### src/rtl/interrupt_controller.sv
// Interrupt controller: edge-latched IRQ/NMI pending, masking, priority select and INT/INA/Eoi handshake.
// Optional PRIORITY_ROTATE_EN: round-robin priority among maskable IRQs (fixed priority when undefined).
module interrupt_controller #(
   parameter int          NUM_IRQ       = 8,
   parameter int          ID_W          = 3,
   parameter logic [31:0] VECTOR_BASE   = 32'h8000_0180,
   parameter logic [31:0] VECTOR_STRIDE = 32'h0000_0010,
   parameter logic [31:0] NMI_VECTOR    = 32'h8000_0100
) (
   input  logic               Clk,
   input  logic               Rst_n,
   input  logic [NUM_IRQ-1:0] IrqIn,
   input  logic               NmiIn,
   input  logic               MaskWr,
   input  logic [NUM_IRQ-1:0] MaskData,
   input  logic               INTD,
   input  logic               INA,
   input  logic               Eoi,
   output logic               INT,
   output logic               NMI,
   output logic [31:0]        IntVector,
   output logic [ID_W-1:0]    IntId,
   output logic [NUM_IRQ-1:0] Pending,
   output logic               InService
);

   typedef enum logic [2:0] {
      ST_IDLE = 3'd0,
      ST_REQ  = 3'd1,
      ST_SVC  = 3'd2,
      ST_NREQ = 3'd3,
      ST_NSVC = 3'd4
   } state_e;

   state_e             state_q, state_d;
   logic [NUM_IRQ-1:0] prev_q, pend_q, pend_d, mask_q, mask_d;
   logic [NUM_IRQ-1:0] ack_clr_s, req_vec_s;
   logic               nmi_prev_q, nmi_pend_q, nmi_pend_d, nmi_clr_s;
   logic               pre_q, pre_d;
   logic [ID_W-1:0]    id_q, id_d, sel_id_s, ptr_s, idx_s;
   logic               sel_found_s;
   logic               int_q, int_d, nmi_q, nmi_d, insvc_q, insvc_d;
   logic [31:0]        vec_q, vec_d;

   function automatic logic bit_at(input logic [NUM_IRQ-1:0] v, input logic [ID_W-1:0] i);
      logic [NUM_IRQ-1:0] t;
      t = v >> i;
      return t[0];
   endfunction

`ifdef PRIORITY_ROTATE_EN
   logic [ID_W-1:0] ptr_q, ptr_d;

   // Round-robin pointer: search restarts just after the last acknowledged id
   always_comb begin
      ptr_d = ptr_q;
      if (state_q == ST_REQ && INA) begin
         ptr_d = (id_q == ID_W'(NUM_IRQ - 1)) ? '0 : id_q + ID_W'(1);
      end else begin
         ptr_d = ptr_q;
      end
   end

   // Pointer register
   always_ff @(posedge Clk or negedge Rst_n) begin
      if (!Rst_n) ptr_q <= '0;
      else        ptr_q <= ptr_d;
   end

   assign ptr_s = ptr_q;
`else
   assign ptr_s = '0;
`endif

   assign req_vec_s = pend_q & ~mask_q;

   // First unmasked pending line, scanning upward from the priority pointer
   always_comb begin
      sel_found_s = 1'b0;
      sel_id_s    = '0;
      idx_s       = '0;
      for (int k = 0; k < NUM_IRQ; k++) begin
         idx_s = ID_W'((int'(ptr_s) + k) % NUM_IRQ);
         if (!sel_found_s && bit_at(req_vec_s, idx_s)) begin
            sel_found_s = 1'b1;
            sel_id_s    = idx_s;
         end else begin
            sel_found_s = sel_found_s;
         end
      end
   end

   // Handshake FSM: next state, ack clears and registered output values
   always_comb begin
      state_d   = state_q;
      id_d      = id_q;
      pre_d     = pre_q;
      ack_clr_s = '0;
      nmi_clr_s = 1'b0;
      case (state_q)
         ST_IDLE: begin
            if (nmi_pend_q) begin
               state_d = ST_NREQ;
            end else if (sel_found_s && !INTD) begin
               state_d = ST_REQ;
               id_d    = sel_id_s;
            end else begin
               state_d = ST_IDLE;
            end
         end
         ST_REQ: begin
            if (INA) begin
               state_d   = ST_SVC;
               ack_clr_s = {{(NUM_IRQ-1){1'b0}}, 1'b1} << id_q;
            end else if (nmi_pend_q) begin
               state_d = ST_NREQ;
            end else if (INTD || bit_at(mask_q, id_q)) begin
               state_d = ST_IDLE;
            end else begin
               state_d = ST_REQ;
            end
         end
         ST_SVC: begin
            if (Eoi) begin
               state_d = ST_IDLE;
            end else if (nmi_pend_q) begin
               state_d = ST_NREQ;
               pre_d   = 1'b1;
            end else begin
               state_d = ST_SVC;
            end
         end
         ST_NREQ: begin
            if (INA) begin
               state_d   = ST_NSVC;
               nmi_clr_s = 1'b1;
            end else begin
               state_d = ST_NREQ;
            end
         end
         ST_NSVC: begin
            if (Eoi) begin
               state_d = pre_q ? ST_SVC : ST_IDLE;
               pre_d   = 1'b0;
            end else begin
               state_d = ST_NSVC;
            end
         end
         default: begin
            state_d = ST_IDLE;
            pre_d   = 1'b0;
         end
      endcase
   end

   // Pending/mask update (a new edge wins over the acknowledge clear) and output decode
   always_comb begin
      pend_d     = (pend_q & ~ack_clr_s) | (IrqIn & ~prev_q);
      nmi_pend_d = (nmi_pend_q & ~nmi_clr_s) | (NmiIn & ~nmi_prev_q);
      mask_d     = MaskWr ? MaskData : mask_q;
      int_d      = (state_d == ST_REQ);
      nmi_d      = (state_d == ST_NREQ);
      insvc_d    = (state_d == ST_SVC) || (state_d == ST_NSVC);
      case (state_d)
         ST_REQ, ST_SVC:   vec_d = VECTOR_BASE + 32'(id_d) * VECTOR_STRIDE;
         ST_NREQ, ST_NSVC: vec_d = NMI_VECTOR;
         default:          vec_d = 32'h0000_0000;
      endcase
   end

   // State and output registers
   always_ff @(posedge Clk or negedge Rst_n) begin
      if (!Rst_n) begin
         state_q    <= ST_IDLE;
         prev_q     <= '0;
         pend_q     <= '0;
         mask_q     <= '1;
         nmi_prev_q <= 1'b0;
         nmi_pend_q <= 1'b0;
         pre_q      <= 1'b0;
         id_q       <= '0;
         int_q      <= 1'b0;
         nmi_q      <= 1'b0;
         insvc_q    <= 1'b0;
         vec_q      <= 32'h0000_0000;
      end else begin
         state_q    <= state_d;
         prev_q     <= IrqIn;
         pend_q     <= pend_d;
         mask_q     <= mask_d;
         nmi_prev_q <= NmiIn;
         nmi_pend_q <= nmi_pend_d;
         pre_q      <= pre_d;
         id_q       <= id_d;
         int_q      <= int_d;
         nmi_q      <= nmi_d;
         insvc_q    <= insvc_d;
         vec_q      <= vec_d;
      end
   end

   assign INT       = int_q;
   assign NMI       = nmi_q;
   assign IntVector = vec_q;
   assign IntId     = id_q;
   assign Pending   = pend_q;
   assign InService = insvc_q;

endmodule
### config.mk
export PLATFORM = sky130hd
export DESIGN_NAME = interrupt_controller
export DESIGN_NICKNAME = d
export VERILOG_FILES = /design/src/rtl/interrupt_controller.sv
export SDC_FILE = /design/constraint.sdc
export NUM_CORES = 1
export LEC_CHECK = 0
export CORE_UTILIZATION = 42
export CTS_CLUSTER_DIAMETER = 40
export DETAILED_ROUTE_END_ITERATION = 10
export DONT_BUFFER_PORTS = 1
export PLACE_DENSITY = 0.55
export SYNTH_ARGS = -nofsm -noshare
export SYNTH_HDL_FRONTEND = slang
export SYNTH_SLANG_ARGS = --single-unit
### constraint.sdc
create_clock -name Clk -period 2.6 [get_ports Clk]
set_input_delay 0.26 -clock Clk [delete_from_list [all_inputs] [get_ports Clk]]
set_output_delay 0.26 -clock Clk [all_outputs]
set_load 0.01 [all_outputs]
### After elaboration in Yosys (flattened, before gate mapping)

Index checks and enable logic that the tools add are counted.

| storage, ports and cells | value |
|---|---|
| register bits | 68 |
| input port bits | 23 |
| output and inout port bits | 46 |
| logic and storage cells | 100 |

| operators by class | value |
|---|---|
| $add $sub $neg | 1 |
| equal/unequal tests | 11 |
| shift operators | 2 |
| multiplexer cells | 38 |
| bitwise gates (word level) | 13 |
| reductions and logical operators | 23 |

Operator list:

| operator | number |
|---|---|
| case mux 32 bit (2 select lines) | 1 |
| adder 32 x 7 -> 32 bit (first input constant) | 1 |
| 2-to-1 mux 3 bit | 9 |
| AND 8 bit | 3 |
| inverter 8 bit | 3 |
| 2-to-1 mux 1 bit | 17 |
| 2-to-1 mux 8 bit | 2 |
| case mux 3 bit (5 select lines) | 1 |
| 2-to-1 mux 2 bit | 7 |
| equality test 3 x 2 -> 1 bit (second input constant) | 4 |
| logical AND 1 bit | 8 |
| logical NOT 1 bit | 8 |
| OR 8 bit | 1 |
| left shift 1 x 3 -> 8 bit (first input constant) | 1 |
| right shift 8 x 3 -> 1 bit | 1 |
| equality test 3 x 1 -> 1 bit (second input constant) | 2 |
| equality test 3 bit (second input constant) | 2 |
| inequality test 2 bit (second input constant) | 3 |
| AND reduction 4 bit | 1 |
| OR reduction 2 bit | 2 |
| logical NOT 3 bit | 1 |
| inverter 1 bit | 3 |
| case mux 1 bit (3 select lines) | 1 |
| OR reduction 3 bit | 1 |
| other kinds (3) | 5 |

### Longest topological paths before layout

| depth | value |
|---|---|
| word-level depth | 31 |
| depth in mapped cells | 6 |

### Least setup slack after synthesis

No wires, ideal clock.

| timing path | value |
|---|---|
| kind | register to register |
| from | reg mask_q[7] |
| to | reg vec_q[4], in the netlist IntVector[4] |
| library setup time | 127 ps |
| arrival time | 1832 ps |
| setup slack | 641 ps |
| stages on the path, launching flop included | 6 |
| buffers on the path | 0 |
| path through | dfstp_2 > and2b_1 > or4b_4 > o21ai_2 > mux2_4 > a21boi_1 |

| between the ends | value |
|---|---|
| elaborated cells on any way between the ends | 25 |
| those cells by class | 1 x add/sub; 4 x eq/ne; 1 x shift; 12 x mux; 2 x bitwise; 5 x reduce/logical |

RTL lines:

| element | RTL line | RTL |
|---|---|---|
| start: declaration | 36 | `logic [NUM_IRQ-1:0] prev_q, pend_q, pend_d, mask_q, mask_d;` |
| start signal: assignment | 190 | `mask_q <= mask_d;` |
| inverter 8 bit * | 75 | `assign req_vec_s = pend_q & ~mask_q;` |
| AND 8 bit * | 75 |  |
| logical AND 1 bit * | 84 | `if (!sel_found_s && bit_at(req_vec_s, idx_s)) begin` |
| 2-to-1 mux 1 bit | 84 |  |
| logical AND 1 bit | 104 | `end else if (sel_found_s && !INTD) begin` |
| 2-to-1 mux 3 bit * | 104 |  |
| 2-to-1 mux 3 bit * | 102 | `if (nmi_pend_q) begin` |
| 2-to-1 mux 3 bit * | 100 | `case (state_q)` |
| named net id_d[0] | 40 | `logic [ID_W-1:0] id_q, id_d, sel_id_s, ptr_s, idx_s;` |
| adder 32 x 7 -> 32 bit * | 165 | `ST_REQ, ST_SVC: vec_d = VECTOR_BASE + 32'(id_d) * VECTOR_STRIDE;` |
| case mux 32 bit (2 select lines) * | 164 | `case (state_d)` |
| named net vec_d[4] | 43 | `logic [31:0] vec_q, vec_d;` |
| end signal: assignment | 198 | `vec_q <= vec_d;` |
| end: declaration | 43 |  |

Mark *: on every way through the listed nets, which the timed path passes. The rest lies on a longest branch.
A chain may end at the register's enable or synchronous reset.

### Final worst setup path

| timing path | value |
|---|---|
| from | reg id_q[0], in the netlist IntId[0] |
| to | reg vec_q[5], in the netlist IntVector[5] |

| between the ends | value |
|---|---|
| cells in the longest elaborated chain, start to end | 9 |
| elaborated cells on any way between the ends | 17 |
| those cells by class | 1 x add/sub; 4 x eq/ne; 1 x shift; 8 x mux; 3 x reduce/logical |

Ends and longest elaborated chain:

| element | RTL line | RTL |
|---|---|---|
| start: declaration | 40 |  |
| start signal: assignment | 194 | `id_q <= id_d;` |
| right shift 8 x 3 -> 1 bit | 47 | `t = v >> i;` |
| logical OR 1 bit | 117 | `end else if (INTD \|\| bit_at(mask_q, id_q)) begin` |
| 2-to-1 mux 1 bit | 117 |  |
| 2-to-1 mux 2 bit | 115 | `end else if (nmi_pend_q) begin` |
| 2-to-1 mux 2 bit | 112 | `if (INA) begin` |
| case mux 3 bit (5 select lines) | 100 |  |
| equality test 3 x 2 -> 1 bit, or another cell as far along | 164 |  |
| OR reduction 2 bit | 164 |  |
| case mux 32 bit (2 select lines) * | 164 |  |
| named net vec_d[5] | 43 |  |

Marked as above.

==> flow_metrics.py <==
metrics = {
    "worst_setup_path": {
        "critPathMaxFanout": 9,
        "crit_path_top_delay_cell": "mux4_1",
        "critical_path_arrival_ps": 2310,
        "r2r_slack_ps": 500,
        "cp_data_required_time_ps": 2810,
        "critPathLaunchType": "flip-flop",
        "crit_family": "multiplexers",
        "end_kind": "flip-flop",
        "max_stage_delay_ps": 610,
        "path_class": "flip-flop to flip-flop",
        "cp_cell_sequence": "mux4_1 -> mux2i_1 -> nand3_1 -> a311o_1 -> a21boi_1",
        "path_buf_inv": 0,
    },
    "clocking": {
        "clockRootBuffer": "clkbuf_8",
        "cts_sinks": 41,
        "cts.clk_slew.worst_paths_ps": 70,
        "clk_latency_ps": 290,
        "ctsResizeCount": 0,
        "htree_levels": 2,
        "cts_made_buffers": 5,
        "cts_tree": "done",
        "cts_setup_buffers": 0,
        "cts_buffer_depth": 2,
        "cts_hold_buf": 11,
    },
    "floorplanning": {
        "start_util_pct": 44.63,
        "fp.dieArea_sq_um": 5035,
        "die_w_microns": 70.96,
        "core.rowCount": 24,
        "die_height_microns": 70.96,
        "pin_count": 69,
        "core-area_sq_um": 4474,
    },
    "yosys": {
        "ys_seq_area_share_pct": 51.88,
        "synth_compound_area_share_pct": 11.34,
        "synthFlopType": "dfrtp_1",
        "synth_mux_area_share_pct": 9.900,
        "syn_inst": 177,
        "yosys.area_share.xor_xnor_pct": 0.4386,
        "ys_ff_latch": 41,
        "synth_simple_gate_area_share_pct": 11.72,
        "ys_top_cells_by_count": "dfrtp_1, buf_4, inv_1, o21ai_0, nor2b_1",
        "synth_area_leaders": "dfrtp_1, dfstp_2, buf_4",
        "synthesis.area_sq_um": 1997,
        "synth_edf_count": 0,
        "avgSynthCellArea_sq_um": 11.28,
        "synth_fa_ha_area_share_pct": 0,
        "yosysWarnings": 0,
        "synth_top_family_by_area": "buffers and inverters",
        "ys_async_sr_fraction_pct": 100.0,
        "yosysTopAreaCell": "dfrtp_1",
        "ys_types": 40,
        "synth_top_area_share_pct": 41.35,
        "yosysMostFrequentCell": "dfrtp_1",
    },
    "cells_and_area": {
        "syn2layout_area_growth_pct": 6.767,
        "utilization_pct": 47.65,
        "fillers": 413,
        "drive_above_1_share_pct": 15.79,
        "instances_no_fill": 242,
        "finalNetCount": 212,
        "n_antenna_cell": 0,
    },
    "sta": {
        "layout_min_cycle_time_ps": 2097,
        "relSlewSlack_pct": 59.25,
        "fin_crit_sh_pct": 80.66,
        "setup-violations-final": 0,
        "fmax_ghz": 0.4768,
        "rsz0062_at_grt": "false",
        "drv_slew": 0,
        "fin_setup_tns_ps": 0,
        "finalHoldViolations": 0,
        "worst_pin_slew_ps": 603.4,
        "fin_hold_ws_ps": 81.25,
        "final.setup_skew_ps": 6.917,
    },
    "global_route": {
        "grt_pass1_wl_mm": 5.871,
        "grt.total_usage_pct": 15.37,
        "grt_max_degree": 42,
        "grt_overflow": 0,
        "grt_pass1_vias": 1320,
        "antenna_found_initial": 0,
    },
    "placement": {
        "hpwl_mm": 2.585,
        "dp.cells": 223,
        "numPortBuffers": 0,
        "gp_congestion": 0.8420,
    },
    "drt": {
        "vias": 1244,
        "viasPerCell": 5.140,
        "antenna_left": 0,
        "drtIter0Drc": 96,
        "drtPass1Iterations": 7,
        "wl_mm": 3.488,
        "drcViolationCount": 8,
        "wire_per_inst_microns": 14.41,
    },
    "power": {
        "vdd_drop_max_uv": 372.0,
        "power_w": 0.001938,
        "p_per_area_nw_per_um2": 909.1,
        "p_leak_nw": 0.9555,
    },
    "outcome": {
        "violations": "DRC",
        "run_status": "complete, but fails checks",
    },
    "flow_run": {
        "drv_cap": 0,
    },
    "min_path": {
        "hold_path.class": "primary input to flip-flop",
    },
}
## cell usage in the layout (no fill, tap or decap)
cell | synthesis | layout
conb_1 | 1 | 26
inv_1 | 15 | 15
o32ai_1 | 2 | 2
a31oi_1 | 2 | 2
mux4_1 | 2 | 2
mux2_4 | 3 | 3
clkbuf_8 | 0 | 6
nand4_1 | 2 | 2
nand2b_1 | 7 | 7
buf_12 | 0 | 1
or4b_4 | 1 | 1
and4b_1 | 1 | 1
o22ai_1 | 1 | 1
mux2_2 | 8 | 8
nor3_1 | 1 | 1
o21bai_1 | 1 | 1
a311o_1 | 1 | 1
a21oi_1 | 6 | 6
a22o_1 | 1 | 1
and2b_1 | 1 | 1
xor2_1 | 1 | 1
clkbuf_1 | 1 | 2
o21ai_0 | 14 | 14
a211oi_1 | 1 | 1
nand2_1 | 4 | 4
nand3_1 | 2 | 2
nor2b_1 | 9 | 9
dlygate4sd3_1 | 0 | 10
mux2i_1 | 1 | 1
or4_4 | 2 | 2
dfstp_2 | 8 | 8
nor2_1 | 5 | 5
o41ai_1 | 1 | 1
o31ai_1 | 1 | 1
o31a_1 | 1 | 1
dfrtp_1 | 33 | 33
a21boi_1 | 3 | 3
o21ai_2 | 1 | 1
and3_1 | 1 | 1
or3_1 | 2 | 2
## kinds of logic after synthesis
group	count (synthesis)
flops	41
compound gates	36
simple gates	38
xor+xnor	1
other cells	1
buf+inv	46
mux	14
## path summary, 6_finish.rpt
kind                            startpoint      endpoint  cells after the start
max in group asynchronous            Rst_n     mask_q[3]                      2
worst max-delay path              IntId[0]  IntVector[5]                      5
worst min register to register  nmi_prev_q    nmi_pend_q                      1
worst min-delay path                   Eoi         pre_q                      1
min in group asynchronous            Rst_n  IntVector[6]                      2
worst max register to register    IntId[0]  IntVector[5]                      5
## worst reg2reg max path: cells and delay by family, from the launching register on
family | cells | cell delay (ps)
flip-flops | 1 | 580
multiplexers | 2 | 770
AND/OR/NAND/NOR | 1 | 140
AO/OA/AOI/OAI | 2 | 520
## state kept, by name, summed over array words and instances, names as in the netlist
name,count
InService,1
nmi_prev_q,1
NMI,1
INT,1
mask_q,8
pre_q,1
Pending,8
state_q,3
IntVector,5
nmi_pend_q,1
prev_q,8
IntId,3
## metal layers
metal,global-route usage [%],vias up,wire length (microns)
li1,-,583,-
met1,16.87,592,1406
met2,25.53,58,1721
met3,6.125,11,261
met4,8.444,0,99
met5,0,-,0
## power breakdown
part / leakage [nW] / total, W / switching, W / internal, W
logic: 0.450 / 0.000516 / 0.000266 / 0.000250
clock network: 0.0455 / 0.000415 / 0.000199 / 0.000216
registers: 0.460 / 0.00101 / 0.000212 / 0.000796
total: 0.956 / 0.00194 / 0.000676 / 0.00126
## area by class of cell
| class | count | area, sq um | area share, % |
|---|---|---|---|
| Clock buffer | 8 | 90.09 | 4.225 |
| Tap cell | 52 | 65.06 | 3.052 |
| Multi-Input combinational cell | 115 | 764.5 | 35.86 |
| Timing Repair Buffer | 11 | 120.1 | 5.634 |
| Sequential cell | 41 | 1036 | 48.59 |
| Inverter | 15 | 56.30 | 2.641 |
## stage by stage
| stage | instance area, sq um | setup slack, ps |
|---|---|---|
| after floorplan | 2091 | 640.6 |
| after global placement | 1922 | 553.1 |
| after detailed placement | 1922 | 525.5 |
| after CTS | 2132 | 504.2 |
| after global routing | 2132 | 415.5 |
| final | 2132 | 502.7 |
Note: power is estimated with default switching activity, not from simulation.
